===== src/rtl/slurm16_irq_pkg.sv =====
// Shared definitions for the slurm16 interrupt scheduler.
//   NUM_IRQ_MAX : upper bound on the number of interrupt sources
//   IRQ_*       : register window addresses (ENABLE, PENDING, STATUS, SWTRIG)
//   irq_state_e : request/ack/done handshake states
package slurm16_irq_pkg;

    localparam int unsigned NUM_IRQ_MAX = 16;

    localparam logic [1:0] IRQ_ENABLE  = 2'd0;
    localparam logic [1:0] IRQ_PENDING = 2'd1;
    localparam logic [1:0] IRQ_STATUS  = 2'd2;
    localparam logic [1:0] IRQ_SWTRIG  = 2'd3;

    typedef enum logic [1:0] {
        IRQ_IDLE    = 2'd0,
        IRQ_REQ     = 2'd1,
        IRQ_SERVICE = 2'd2
    } irq_state_e;

endpackage


===== src/rtl/irq_edge_sync.sv =====
// Synchroniser and rising-edge detector for one asynchronous interrupt source.
//   clk_i  : system clock
//   rst_ni : asynchronous active-low reset
//   src_i  : raw asynchronous source
//   edge_o : registered one-cycle pulse per synchronised rising edge
module irq_edge_sync #(
    parameter int unsigned SYNC_STAGES = 2
) (
    input  logic clk_i,
    input  logic rst_ni,
    input  logic src_i,
    output logic edge_o
);

    logic [SYNC_STAGES-1:0] sync_q;
    // Tracks which synchroniser stages hold real samples taken after reset.
    logic [SYNC_STAGES-1:0] vld_q;
    logic                   prev_q;
    // A source must be seen low after reset before any edge is accepted, so a
    // line already high at reset release stays silent until it toggles.
    logic                   armed_q;
    logic                   edge_q;
    logic                   sync_out;

    assign sync_out = sync_q[SYNC_STAGES-1];

    always_ff @(posedge clk_i or negedge rst_ni) begin
        if (!rst_ni) begin
            sync_q  <= '0;
            vld_q   <= '0;
            prev_q  <= 1'b0;
            armed_q <= 1'b0;
            edge_q  <= 1'b0;
        end else begin
            sync_q  <= {sync_q[SYNC_STAGES-2:0], src_i};
            vld_q   <= {vld_q[SYNC_STAGES-2:0], 1'b1};
            prev_q  <= sync_out;
            armed_q <= armed_q | (vld_q[SYNC_STAGES-1] & ~sync_out);
            edge_q  <= sync_out & ~prev_q & armed_q;
        end
    end

    assign edge_o = edge_q;

endmodule


===== src/rtl/irq_scheduler.sv =====
// Prioritised interrupt controller: latches synchronised source edges as
// pending, masks them with enables, and runs a req/ack/done handshake with
// the CPU so only one interrupt is in service at a time. Source 0 wins.
//   CLK, RSTb           : clock, asynchronous active-low reset
//   irq_src             : raw asynchronous interrupt sources
//   ADDR/DATA_IN/WR/RD  : register window (ENABLE, PENDING, STATUS, SWTRIG)
//   DATA_OUT            : registered read data, valid the cycle after RD
//   irq_req/irq_vector  : request and source index presented to the CPU
//   irq_ack/irq_done    : CPU accept and return-from-interrupt pulses
module irq_scheduler
    import slurm16_irq_pkg::*;
#(
    parameter int unsigned NUM_IRQ     = 8,
    parameter int unsigned SYNC_STAGES = 2
) (
    input  logic               CLK,
    input  logic               RSTb,
    input  logic [NUM_IRQ-1:0] irq_src,
    input  logic [1:0]         ADDR,
    input  logic [15:0]        DATA_IN,
    output logic [15:0]        DATA_OUT,
    input  logic               WR,
    input  logic               RD,
    output logic               irq_req,
    output logic [3:0]         irq_vector,
    input  logic               irq_ack,
    input  logic               irq_done
);

    logic [NUM_IRQ-1:0] edge_hw;
    logic [NUM_IRQ-1:0] en_q, en_d;
    logic [NUM_IRQ-1:0] pend_q, pend_d;
    logic [NUM_IRQ-1:0] w1c, sw_set, ack_clr, act;
    logic [NUM_IRQ_MAX-1:0] pend_ext, en_ext;
    irq_state_e         state_q, state_d;
    logic [3:0]         vec_q, vec_d, sel_vec;
    logic               take_ack;
    logic [15:0]        data_out_q, data_out_d;

    for (genvar g = 0; g < NUM_IRQ; g++) begin : g_src
        irq_edge_sync #(
            .SYNC_STAGES(SYNC_STAGES)
        ) u_sync (
            .clk_i (CLK),
            .rst_ni(RSTb),
            .src_i (irq_src[g]),
            .edge_o(edge_hw[g])
        );
    end

    if (NUM_IRQ < NUM_IRQ_MAX) begin : g_unused
        logic unused_data_in;
        assign unused_data_in = ^DATA_IN[15:NUM_IRQ];
    end

    // Register writes and pending update; set sources beat every clear.
    always_comb begin
        en_d   = en_q;
        w1c    = '0;
        sw_set = '0;
        if (WR) begin
            unique case (ADDR)
                IRQ_ENABLE:  en_d   = DATA_IN[NUM_IRQ-1:0];
                IRQ_PENDING: w1c    = DATA_IN[NUM_IRQ-1:0];
                IRQ_SWTRIG:  sw_set = DATA_IN[NUM_IRQ-1:0];
                default: ;
            endcase
        end
        for (int i = 0; i < NUM_IRQ; i++) begin
            ack_clr[i] = take_ack && (vec_q == 4'(i));
        end
        pend_d = (pend_q & ~w1c & ~ack_clr) | edge_hw | sw_set;
    end

    // Lowest-index active source wins.
    always_comb begin
        act     = pend_q & en_q;
        sel_vec = '0;
        for (int i = NUM_IRQ - 1; i >= 0; i--) begin
            if (act[i]) sel_vec = 4'(i);
        end
        pend_ext = NUM_IRQ_MAX'(pend_q);
        en_ext   = NUM_IRQ_MAX'(en_q);
    end

    always_comb begin
        state_d  = state_q;
        vec_d    = vec_q;
        take_ack = 1'b0;
        unique case (state_q)
            IRQ_IDLE: begin
                if (|act) begin
                    vec_d   = sel_vec;
                    state_d = IRQ_REQ;
                end
            end
            IRQ_REQ: begin
                // Withdraw takes precedence: an ack for a vanished source is void.
                if (!pend_ext[vec_q] || !en_ext[vec_q]) begin
                    state_d = IRQ_IDLE;
                end else if (irq_ack) begin
                    take_ack = 1'b1;
                    state_d  = IRQ_SERVICE;
                end
            end
            IRQ_SERVICE: begin
                if (irq_done) state_d = IRQ_IDLE;
            end
            default: state_d = IRQ_IDLE;
        endcase
    end

    always_comb begin
        data_out_d = data_out_q;
        if (RD) begin
            unique case (ADDR)
                IRQ_ENABLE:  data_out_d = en_ext;
                IRQ_PENDING: data_out_d = pend_ext;
                IRQ_STATUS:  data_out_d = {6'd0, state_q == IRQ_SERVICE, state_q == IRQ_REQ,
                                           4'd0, vec_q};
                default:     data_out_d = '0;
            endcase
        end
    end

    always_ff @(posedge CLK or negedge RSTb) begin
        if (!RSTb) begin
            en_q       <= '0;
            pend_q     <= '0;
            state_q    <= IRQ_IDLE;
            vec_q      <= '0;
            data_out_q <= '0;
        end else begin
            en_q       <= en_d;
            pend_q     <= pend_d;
            state_q    <= state_d;
            vec_q      <= vec_d;
            data_out_q <= data_out_d;
        end
    end

    assign irq_req    = (state_q == IRQ_REQ);
    assign irq_vector = vec_q;
    assign DATA_OUT   = data_out_q;

endmodule


===== config.mk =====
export PLATFORM = sky130hd
export DESIGN_NAME = irq_scheduler
export DESIGN_NICKNAME = d
export VERILOG_FILES = /design/src/rtl/slurm16_irq_pkg.sv /design/src/rtl/irq_edge_sync.sv /design/src/rtl/irq_scheduler.sv
export SDC_FILE = /design/constraint.sdc
export NUM_CORES = 1
export LEC_CHECK = 0
export ABC_AREA = 1
export CAP_MARGIN = 0
export CORE_MARGIN = 5
export CORE_UTILIZATION = 56
export DETAILED_ROUTE_END_ITERATION = 10
export GPL_ROUTABILITY_DRIVEN = 0
export GPL_TIMING_DRIVEN = 0
export PLACE_DENSITY = 0.84
export SYNTH_ARGS = -nofsm -noshare
export SYNTH_HDL_FRONTEND = slang
export SYNTH_SLANG_ARGS = --single-unit

===== constraint.sdc =====
create_clock -name CLK -period 2.5 [get_ports CLK]
set_clock_uncertainty 0.15 [all_clocks]
set_input_delay 0.625 -clock CLK [delete_from_list [all_inputs] [get_ports CLK]]
set_output_delay 0.625 -clock CLK [all_outputs]
set_load 0.05 [all_outputs]

==> flow_summary.toml, run 1 <==
[floorplanning]
dieArea_mm2 = 0.00694
die-height_um = 83.3
core_mm2 = 0.00517
die_w_um = 83.3
row_count = 26
ios = 53
start_util_pct = 58.2

[sta]
setup_viol = 0
maxSlewViolCount = 0
rsz0062_at_grt = "false"
fin_crit_sh_pct = 94.3
fmax_ghz = 0.424
hold_slack_ps = 200
worstMarginPinSlew_ps = 876
hold_violations = 0
slew-limit-headroom_pct = 41.6
finalCriticalPeriod_ps = 2360

[layout]
layout_commonest_cell = "nand2_1"
final_cell_mix = "nand2_1, dfrtp_1, clkdlybuf4s50_1"
diodes = 0
fin_util_pct = 71.7
final_nets = 388
drive_gt1_share_pct = 13.9
nFillCells = 361
area_growth_pct = 23.2

[place]
dpl.hpwl_um = 4090
numPortBuffers = 34

[clocking]
root_buffer = "clkbuf_8"
clock_path_buffers = 2
clk_pin_slew_worst_paths_ps = 80
cts_inserted_buffers = 9
cts_tree = "done"
cts_setup_buffers = 0
clkSinkCount = 73
htreeDepth = 3
clk_latency_ps = 340

[yosys]
synth_compound_area_share_pct = 9.89
synth.area.mux_share_pct = 4.11
synth_top_cell_by_area = "dfrtp_1"
synth_area_leaders = "dfrtp_1, nand2_1, a31oi_1, mux2_2, nor2_1"
synth_top_family_by_area = "simple AND/OR/NAND/NOR gates"
synth-adder-area-share_pct = 0
postSynthAreaPerCell_um2 = 9.87
yosys_warnings = 0
synth_area_mm2 = 0.00301
synth_seq_area_share_pct = 60.7
synthCells = 305
synth_top_area_share_pct = 60.7
synth_xor_xnor_area_share_pct = 0
synth-simple-area-share_pct = 18.9
synth_cell_types = 28
synth_seq_cells = 73

[global_routing]
grt.total_usage_pct = 18.3
grt_pass1_wl_um = 10200
grt_overflow = 0
grt_max_degree = 74
grt_pass1_vias = 2278
antenna_found_initial = 0

[critical_path]
rrSetupSlack_ps = 860
cp_max_fo = 3
path_buf_inv = 1
slowest_delay_ps = 820
criticalPathCategory = "register to primary output"
crit_cells = 1
path_cells = "clkdlybuf4s50_1"
ff2ff_path_depth = 11
startpoint = "irq_vector[0]"
crit_family = "buffers and inverters"
reg2reg_to = "pend_q[7]"
cp_slowest_cell = "clkdlybuf4s50_1"
end_kind = "primary output"
startpoint_type = "register"
cp.arrival_ps = 1580
crit_required_ps = 1730
endpoint = "irq_vector[0]"
reg2reg_from = "irq_vector[0]"

[routing]
vias_per_cell = 5.31
wire_per_inst_um = 13.8
totalWireLength_um = 5920
wl_met3_um = 454
postRouteAntennaNets = 0
num_vias = 2283
wl_met2_um = 2840
dr.max_layer_used = "met4"
drt_pass1_iterations = 6
drtIter0Drc = 229
drc = 0
m1WireLength_um = 2380

[power]
total_leakage_power_nw = 1.82
p_per_area_mw_per_mm2 = 1010
power_mw = 3.75
ir_drop_mv = 0.594

[run]
max-cap-violations = 0

[worst_hold_path]
min_path_type = "register to register"

[run_status]
status = "finished, final reports clean"
timing repair:
item,in CTS,in global routing
gates resized for setup,3,4
setup endpoints to repair,1,3
cloned,0,0
hold buffers,0,0
synth_stat cells:
| master | count |
|---|---|
| nand2_1 | 95 |
| dfrtp_1 | 73 |
| nor2_1 | 25 |
| a31oi_1 | 21 |
| inv_1 | 19 |
| mux2_2 | 11 |
| buf_4 | 8 |
| nand4_1 | 8 |
| o21bai_1 | 8 |
| o21ai_0 | 5 |
| buf_2 | 4 |
| nand3_1 | 4 |
| o221ai_1 | 3 |
| a21oi_1 | 2 |
| buf_6 | 2 |
| clkbuf_1 | 2 |
| conb_1 | 2 |
| nand3_2 | 2 |
| o22ai_1 | 2 |
| a21boi_0 | 1 |
| inv_2 | 1 |
| nand2_2 | 1 |
| nand2_4 | 1 |
| nor2_2 | 1 |
| o2111ai_1 | 1 |
| o21ai_1 | 1 |
| o21bai_2 | 1 |
| or2_2 | 1 |
registers in the layout (all words and copies together) (netlist names):
register,flops
g_src.u_sync.armed_q,8
pend_q,8
g_src.u_sync.prev_q,8
irq_vector,3
DATA_OUT,10
g_src.u_sync.vld_q,2
state_q,2
g_src.u_sync.edge_o,8
en_q,8
g_src.u_sync.sync_q,16
power by group:
| group | internal [mW] | switching [mW] | leakage, nW |
|---|---|---|---|
| Sequential | 1.32 | 0.134 | 0.835 |
| Clock | 0.715 | 0.425 | 0.126 |
| Combinational | 0.389 | 0.761 | 0.861 |
| Total | 2.43 | 1.32 | 1.82 |
logic make-up (layout without fill, tap and decap cells):
| kind of cell | Yosys count | in the layout |
|---|---|---|
| and+or+nand+nor | 138 | 138 |
| DFF | 73 | 73 |
| muxes | 11 | 11 |
| AOI/OAI and AO/OA | 45 | 45 |
| buffers and inverters | 36 | 85 |
| other | 2 | 8 |
stage by stage:
stage	instance area (µm²)	TNS (ps)	instances	setup WS, ps
floorplan	3030	0	311	766
global placement	3460	-119680	415	-1640
detailed placement	3460	0	415	9.80
CTS	3710	0	430	15.3
global route	3710	0	430	42.1
finish	3710	0	430	143
per-layer routing:
metal,GRT usage (%),up-vias
met5,0,-
met4,10.8,0
met3,6.63,22
met2,28.3,98
met1,21.9,1066
li1,-,1097
how the worst min path moves through the flow:
stage,startpoint,endpoint,slack [ps],cells past startpoint
after floorplan,RSTb,DATA_OUT[0],180,0
after global placement,g_src[5].u_sync.sync_q[0],g_src[5].u_sync.sync_q[1],180,0
after detailed placement,g_src[1].u_sync.sync_q[0],g_src[1].u_sync.sync_q[1],190,0
after CTS,g_src[1].u_sync.sync_q[0],g_src[1].u_sync.sync_q[1],200,0
after global routing,g_src[1].u_sync.sync_q[0],g_src[1].u_sync.sync_q[1],210,0
final,g_src[1].u_sync.sync_q[0],g_src[1].u_sync.sync_q[1],200,0
area by class of cell:
type | instances | area (µm²) | area share [%]
inverter | 20 | 75.1 | 2.02
clock buffer | 11 | 151 | 4.08
sequential | 73 | 1830 | 49.2
multi-input combinational | 202 | 1020 | 27.6
clock inverter | 4 | 98.8 | 2.66
tap | 70 | 87.6 | 2.36
buffer | 16 | 110 | 2.97
timing repair buffer | 34 | 338 | 9.11
Power figures use the tool's default switching activity.
==> run 2: changes to the inputs <==
--- a/config.mk
+++ b/config.mk
@@ -6,6 +6,7 @@
 export NUM_CORES = 1
 export LEC_CHECK = 0
 export ABC_AREA = 1
+export ABC_CLOCK_PERIOD_IN_PS = 2500
 export CAP_MARGIN = 0
 export CORE_MARGIN = 5
 export CORE_UTILIZATION = 56
==> results of run 2 <==
No change in the layout: final DEF, timing and power equal those of run 1.
